`config.mk`:
```
export PLATFORM = sky130hd
export DESIGN_NAME = uart_tx_fifo
export DESIGN_NICKNAME = d
export VERILOG_FILES = /design/src/rtl/uart_pkg.sv /design/src/rtl/uart_fifo_mem.sv /design/src/rtl/uart_tx_fifo.sv
export SDC_FILE = /design/constraint.sdc
export NUM_CORES = 1
export LEC_CHECK = 0
export CAP_MARGIN = 0
export CORE_MARGIN = 1
export CORE_UTILIZATION = 45
export DETAILED_ROUTE_END_ITERATION = 12
export SYNTH_ARGS = -nofsm -noshare
export SYNTH_HDL_FRONTEND = slang
export SYNTH_SLANG_ARGS = --single-unit
```
`constraint.sdc`:
```
create_clock -name clk -period 4.32 [get_ports clk]
set_input_delay 0.432 -clock clk [delete_from_list [all_inputs] [get_ports clk]]
set_output_delay 0.432 -clock clk [all_outputs]
set_load 0.03 [all_outputs]
```
`src/rtl/uart_pkg.sv`:
```
// Shared UART FIFO definitions: byte width and FIFO controller state encoding.
package uart_pkg;

  localparam int unsigned UART_DW   = 8;
  localparam int unsigned TXF_SW    = 1;

  localparam logic [TXF_SW-1:0] TXF_IDLE  = 1'b0;
  localparam logic [TXF_SW-1:0] TXF_OFFER = 1'b1;

endpackage

```
`src/rtl/uart_fifo_mem.sv`:
```
// DEPTH x byte register array: synchronous write, asynchronous read.
module uart_fifo_mem
  import uart_pkg::*;
#(
  parameter int unsigned DEPTH_LOG2 = 4
) (
  input  logic                  clk,
  input  logic                  wr_en,
  input  logic [DEPTH_LOG2-1:0] wr_addr,
  input  logic [UART_DW-1:0]    wr_data,
  input  logic [DEPTH_LOG2-1:0] rd_addr,
  output logic [UART_DW-1:0]    rd_data_c
);

  localparam int unsigned DEPTH = 32'd1 << DEPTH_LOG2;

  logic [UART_DW-1:0] mem_q [DEPTH];

  // Storage is intentionally not reset; validity is tracked by the pointers.
  always_ff @(posedge clk) begin
    if (wr_en) begin
      mem_q[wr_addr] <= wr_data;
    end
  end

  assign rd_data_c = mem_q[rd_addr];

endmodule

```
`src/rtl/uart_tx_fifo.sv`:
```
// Transmit byte FIFO feeding the UART transmitter's valid/ack handshake,
// with level/status reporting and a sticky overflow flag.
module uart_tx_fifo
  import uart_pkg::*;
#(
  parameter int unsigned DEPTH_LOG2   = 4,
  parameter int unsigned ALMOST_EMPTY = 2
) (
  input  logic                  clk,
  input  logic                  rst,
  input  logic [UART_DW-1:0]    wr_data,
  input  logic                  wr_en,
  input  logic                  flush,
  input  logic                  tx_en,
  input  logic                  ovf_clr,
  output logic [UART_DW-1:0]    tx_data,
  output logic                  tx_data_valid,
  input  logic                  tx_data_ack,
  output logic [DEPTH_LOG2:0]   level,
  output logic                  full,
  output logic                  empty,
  output logic                  almost_empty,
  output logic                  idle,
  output logic                  overflow
);

  localparam int unsigned DEPTH = 32'd1 << DEPTH_LOG2;
  localparam int unsigned PW    = DEPTH_LOG2;
  localparam int unsigned CW    = DEPTH_LOG2 + 1;

  logic [TXF_SW-1:0]  state_q, state_d;
  logic [PW-1:0]      wr_ptr_q, wr_ptr_d;
  logic [PW-1:0]      rd_ptr_q, rd_ptr_d;
  logic [CW-1:0]      count_q, count_d;
  logic [UART_DW-1:0] tx_data_q, tx_data_d;
  logic               tx_valid_q, tx_valid_d;
  logic               ovf_q, ovf_d;

  logic               has_room;
  logic               wr_ok;
  logic               ovf_set;
  logic               can_load;
  logic               pop;
  logic [UART_DW-1:0] rd_data;

  uart_fifo_mem #(
    .DEPTH_LOG2 (DEPTH_LOG2)
  ) u_mem (
    .clk       (clk),
    .wr_en     (wr_ok),
    .wr_addr   (wr_ptr_q),
    .wr_data   (wr_data),
    .rd_addr   (rd_ptr_q),
    .rd_data_c (rd_data)
  );

  // Room is judged on the pre-edge count, so a same-cycle pop never frees a slot.
  always_comb begin
    has_room = (count_q < CW'(DEPTH));
    wr_ok    = wr_en && !flush && has_room;
    ovf_set  = wr_en && !flush && !has_room;
    can_load = (count_q != '0) && tx_en && !flush;
  end

  // Offer FSM plus pointer/count bookkeeping.
  always_comb begin
    state_d    = state_q;
    tx_data_d  = tx_data_q;
    tx_valid_d = tx_valid_q;
    wr_ptr_d   = wr_ptr_q;
    rd_ptr_d   = rd_ptr_q;
    count_d    = count_q;
    ovf_d      = ovf_q;
    pop        = 1'b0;

    case (state_q)
      TXF_IDLE: begin
        tx_valid_d = 1'b0;
        if (can_load) begin
          tx_data_d  = rd_data;
          tx_valid_d = 1'b1;
          pop        = 1'b1;
          state_d    = TXF_OFFER;
        end
      end
      TXF_OFFER: begin
        if (tx_data_ack) begin
          if (can_load) begin
            tx_data_d = rd_data;
            pop       = 1'b1;
          end else begin
            tx_valid_d = 1'b0;
            state_d    = TXF_IDLE;
          end
        end
      end
      default: begin
        tx_valid_d = 1'b0;
        state_d    = TXF_IDLE;
      end
    endcase

    if (flush) begin
      count_d  = '0;
      wr_ptr_d = rd_ptr_q;
    end else begin
      if (wr_ok) begin
        wr_ptr_d = wr_ptr_q + PW'(1);
      end
      if (pop) begin
        rd_ptr_d = rd_ptr_q + PW'(1);
      end
      count_d = count_q + CW'(wr_ok) - CW'(pop);
    end

    // A dropped write outranks a same-cycle clear.
    if (ovf_set) begin
      ovf_d = 1'b1;
    end else if (ovf_clr) begin
      ovf_d = 1'b0;
    end
  end

  always_ff @(posedge clk) begin
    if (rst) begin
      state_q    <= TXF_IDLE;
      wr_ptr_q   <= '0;
      rd_ptr_q   <= '0;
      count_q    <= '0;
      tx_data_q  <= '0;
      tx_valid_q <= 1'b0;
      ovf_q      <= 1'b0;
    end else begin
      state_q    <= state_d;
      wr_ptr_q   <= wr_ptr_d;
      rd_ptr_q   <= rd_ptr_d;
      count_q    <= count_d;
      tx_data_q  <= tx_data_d;
      tx_valid_q <= tx_valid_d;
      ovf_q      <= ovf_d;
    end
  end

  assign tx_data       = tx_data_q;
  assign tx_data_valid = tx_valid_q;
  assign overflow      = ovf_q;
  assign level         = count_q;
  assign full          = (count_q == CW'(DEPTH));
  assign empty         = (count_q == '0);
  assign almost_empty  = (count_q <= CW'(ALMOST_EMPTY));
  assign idle          = (count_q == '0) && (state_q == TXF_IDLE);

endmodule

```
## Yosys cells after proc, flatten, opt, wreduce, memory -nomap -nowiden

Memories as Yosys holds them, arrays and structs flattened. A register that Yosys moved wholly into a read port is not among the register bits.
Cells that the tools add are included.

| storage, ports and cells | value |
|---|---|
| flip-flop bits (word level) | 24 |
| latch bits | 0 |
| memory bits (writable) | 128 |
| bits in read-only memories | 0 |
| input bits | 15 |
| output and inout port bits | 19 |
| logic and storage cells | 53 |
| memories kept | 1 |

Memories:

| name | words | bits a word | read ports | clocked after memory_dff | wr ports | RTL line | RTL |
|---|---|---|---|---|---|---|---|
| u_mem.mem_q | 16 | 8 | 1 | 1 | 1 | uart_fifo_mem.sv:17 | `logic [UART_DW-1:0] mem_q [DEPTH];` |

| operators by class | value |
|---|---|
| add/sub/neg operators | 4 |
| $mul | 0 |
| divide/modulo/power cells | 0 |
| order comparisons | 2 |
| equal/unequal tests | 3 |
| shifts and indexed selects | 0 |
| muxes and demuxes | 19 |
| bitwise logic cells | 2 |
| reductions and logical operators | 15 |

Operators by type and width:

| kind | count |
|---|---|
| $mux W4 | 4 |
| $mux W8 | 2 |
| $pmux W8 S2 | 1 |
| $mux W1 | 9 |
| $add A4 B1 Y4 const B | 2 |
| $logic_and A1 B1 Y1 | 6 |
| $pmux W1 S2 | 3 |
| $add A5 B1 Y5 | 1 |
| $eq A5 B5 Y1 const B | 1 |
| $le A5 B2 Y1 const B | 1 |
| $logic_not A5 Y1 | 1 |
| $lt A5 B5 Y1 const B | 1 |
| $reduce_bool A5 Y1 | 1 |
| $sub A5 B1 Y5 | 1 |
| $ne A2 B2 Y1 const B | 2 |
| $reduce_and A2 Y1 | 2 |
| $reduce_bool A2 Y1 | 2 |
| $logic_not A1 Y1 | 2 |
| $not A1 Y1 | 2 |
| $reduce_or A2 Y1 | 1 |

## Longest topological paths before layout

| logic depth | value |
|---|---|
| depth in word-level cells | 9 |
| depth in mapped cells | 13 |

## By module

From an unflattened synthesis, not the netlist that was laid out.

| unflattened totals | value |
|---|---|
| cell total of the unflattened synthesis | 369 |
| area, all modules | 6271.0 µm² |

By module, submodules not included:

| module | instances | cells an instance | area each (µm²) | seq. area each (µm²) |
|---|---|---|---|---|
| uart_fifo_mem | 1 | 221 | 4987.3 | 3843.7 |
| uart_tx_fifo | 1 | 148 | 1283.7 | 480.5 |

## Worst setup path after synthesis

Ideal clock, no wire load.

| timing path | value |
|---|---|
| path kind | reg2reg |
| from | reg count_q[2] (netlist: level[2]) |
| to | reg count_q[4] (netlist: level[4]) |
| data arrival time | 2847 ps |
| data required time | 4234 ps |
| path slack | 1387 ps |
| cell stages (with the launch flop) | 14 |
| cell sequence | dfxtp_1 -> inv_1 -> ha_1 -> or4b_4 -> nand3_2 -> inv_2 -> ha_1 -> inv_1 -> ha_1 -> fa_1 -> nand2b_1 -> a21oi_1 -> or3_1 -> a211oi_1 |

| on the way | value |
|---|---|
| word-level cells in the longest chain between the ends | 7 |

Ends and longest elaborated chain:

| element | RTL line | RTL |
|---|---|---|
| start, declared | uart_tx_fifo.sv:34 | `logic [CW-1:0] count_q, count_d;` |
| start signal, assigned | uart_tx_fifo.sv:137 | `count_q <= count_d;` |
| branches (longest 6 deep; another with $lt A5 B5 Y1) | n/a |  |
| $sub A5 B1 Y5 * | uart_tx_fifo.sv:113 | `count_d = count_q + CW'(wr_ok) - CW'(pop);` |

Every way passes the cells marked *.
A chain may end at the register's enable or synchronous reset.

## Worst setup path after layout

Ends and elaborated chain as after synthesis.

==> impl_results.md <==
* Status: finished clean
* Clock sinks at between 150 and 200
* All-Layer GR Usage at 18.36%
* Crit end category: register
* PostCTS Resize Cnt at 0
* Worst reg2reg startpoint: level[2]
* Initial DRC Count at 309
* Layout area overhead at 17.44%
* Combinational share of power at about 6.3%
* Final Hold Fails at 0
* Layout Utilization at 54.99%
* Vias in the first global route at between 3,000 and 4,000
* Sw Ratio at 19.99%
* Worst setup path class: reg -> reg
* Clk Latency, worst-skew pair at 0.43 ns
* Crit path capture: level[4]
* Slew Viols, Final at 0
* I/O Buffers at 33
* Area contributors post-synth: edfxtp_1 61%, dfxtp_1 8.9%, mux4_1 6.3%
* Synthesized Nets at 375
* H-tree lvl count at 4
* Post-CTS Setup Bufs at 0
* Post-route cell area at 0.007398 mm²
* Clock power share at a little under half
* Post-DRT Antenna Nets at 0
* Clock transition at path regs at roughly 0.06 ns
* CTS tree: done
* Layout cells sized above 1 at between 10% and 20%
* Worst-Margin Slew at 1.144 ns
* Ys async rst share at 0%
* Worst Path Arrival at 3.50 ns
* Placement Cell Area at ~0.0068 mm²
* Yosys warnings at 0
* Max-cap viol count at 0
* Total number of vias at 3,148
* RePlAce Congestion at 0.8252
* Nets at 416
* Die W at 120.3 µm
* Reg2reg path depth at 13
* Pwr dens at 466.4 mW/mm²
* Slew margin rel. at 23.62%
* Yosys cell types at 43
* Final Non-Filler Cells at 576
* Cell Area, Synth at approximately 0.0063 mm²
* Root Buffer: clkbuf_16
* Initial antenna violation count at 0
* WP data required at 4.64 ns
* Vias per cell at 5.465
* IR drop worst, VDD at 0.0002575 V
* Clock tree buffer depth at 2
* Remaining global-route overflow at 0
* Initial Utilization at 46.83%
* Reg-to-reg setup timing slack at 1.14 ns
* Full die area at between 0.01 and 0.015 mm²
* FP Rows at 42
* Leakage at 2.367 nW
* Diode count at 0
* Max FO, Critical Path at 13
* Final setup fails at 0
* Synth Register Bits at about 160
* Max Freq at approximately 310 MHz
* Worst setup SP type: register
* Core box area at 0.01345 mm²
* Die Y at 120.3 µm
* Reg power frac at about half
* P_sw at 0.0006899 W
* Post-Syn Instances at between 300 and 400
* Crit path from: level[2]
* Syn Area/Cell at 18.21 µm²
* Yosys top cell area share at 61.01%
* First-pass GRT wire length at about 19,000 µm
* RSZ-0062 raised after global routing: false
* Largest net degree at the start of global routing at 33
* Main synth FF type: edfxtp_1
* FILL cells at 1,080
* Drc violations at 0
* CTS Buf Count at 17
* Placed insts at between 500 and 600
* Routed WL at 11,870 µm
* Final period util at 73.68%
* Final Skew at 0.01499 ns
* Hpwl dp at between 7000 and 8000 µm
* Sequential element share of the synthesized area at 69.91%
* Int Pwr at 0.002761 W
* Period minus WS final at 3.183 ns
* Post-synth EDFFs at around 130
* Drt first pass iters at 4
* Setup TNS at 0 ns
* RR Endpoint: level[4]
* Worst hold slack at 0.4681 ns
* Cts hold-fix bufs at 0
* Hold WC Path Type: reg -> reg
* WL/cell at 20.61 µm
* Num ports at 34
* Yosys top cell by area: edfxtp_1
Yosys cell counts (6+ instances only):
| library cell | count |
|---|---|
| nor3_1 | 6 |
| dfxtp_1 | 28 |
| a21oi_1 | 9 |
| mux4_1 | 15 |
| nand3b_1 | 10 |
| nor2_1 | 20 |
| mux2i_1 | 17 |
| o221ai_1 | 8 |
| inv_1 | 13 |
| edfxtp_1 | 128 |
| mux4_2 | 17 |
| nand2_1 | 9 |
| ha_1 | 13 |
flip-flops by register name, summed over array words and instances, names as in the netlist, named ones only:
signal and cells:
overflow 1, tx_data_valid 1, u_mem.mem_q 128, tx_data 8
rd_ptr_q 4, level 5, state_q 1, wr_ptr_q 4
routing by layer:
layer | routed length (µm) | track usage (%) | up-vias | part of all wire [%]
li1 | - | - | 1458 | -
met1 | 5149 | 22.86 | 1605 | 43
met2 | 6050 | 30.39 | 68 | 51
met3 | 525 | 5.613 | 17 | 4.4
met4 | 146 | 6.481 | 0 | 1.2
met5 | 0 | 0 | - | 0
worst max-delay path, cell delays in order (launching register included):
cell      delay [ns]
dfxtp_1         0.32
inv_1           0.10
ha_1            0.17
or4b_4          0.50
nand3_2         0.25
inv_2           0.11
ha_1            0.29
inv_1           0.04
ha_1            0.19
fa_1            0.41
nand2b_1        0.09
a21oi_1         0.07
or3_1           0.31
a211oi_1        0.22
power groups by stage:
stage               Clock, W  Combinational, W  Sequential, W
global placement           0          0.000216        0.00169
global route         0.00166          0.000240        0.00167
detailed placement         0          0.000218        0.00169
finish               0.00157          0.000217        0.00166
floorplan                  0          0.000111        0.00171
CTS                  0.00160          0.000219        0.00166
layout make-up:
cell class	count	area, µm²	share of cell area (%)
sequential	156	4407	59.56
inverter	14	52.55	0.7103
timing repair buffer	38	367.9	4.972
clock inverter	8	136.4	1.843
tap	176	220.2	2.976
multi-input combinational	160	1723	23.29
clock buffer	24	491.7	6.646
how the worst min path moves through the flow:
stage                             start             to  slack (ns)  cells after the start
final                     tx_data_valid  tx_data_valid        0.47                      2
after CTS                      overflow       overflow        0.48                      2
after floorplan                 state_q  tx_data_valid        0.44                      1
after detailed placement       overflow       overflow        0.47                      2
after global placement    tx_data_valid  tx_data_valid        0.45                      2
after global routing            state_q  tx_data_valid        0.51                      1
stage by stage:
step | power [W] | setup slack [ns]
final | 0.003451 | 1.137
after global placement | 0.001909 | 0.9417
after detailed placement | 0.001913 | 0.8434
after global routing | 0.003561 | 0.9455
after CTS | 0.003479 | 1.134
after floorplan | 0.001819 | 1.387
layout by cell type (no fill, tap or decap), types with 6 or more instances in the layout:
cell             synthesis  routed
o221ai_1                 8       8
clkbuf_16                0      17
nor3_1                   6       6
nand2_1                  9       9
mux4_1                  15      15
ha_1                    13      13
mux4_2                  17      17
edfxtp_1               128     128
inv_1                   13      13
mux2i_1                 17      17
clkdlybuf4s50_1          0      33
nor2_1                  20      20
nand3b_1                10      10
dfxtp_1                 28      26
a21oi_1                  9       9
logic make-up after synthesis:
kind of cell | share of synthesized area (%)
and+or+nand+nor | 5.918
xor gates and xnor gates | 0.6953
DFF | 69.91
adders and majority gates | 2.900
muxes | 15.03
AOI/OAI and AO/OA | 2.801
buffers and inverters | 2.741
(Power assumes the default switching activity.)
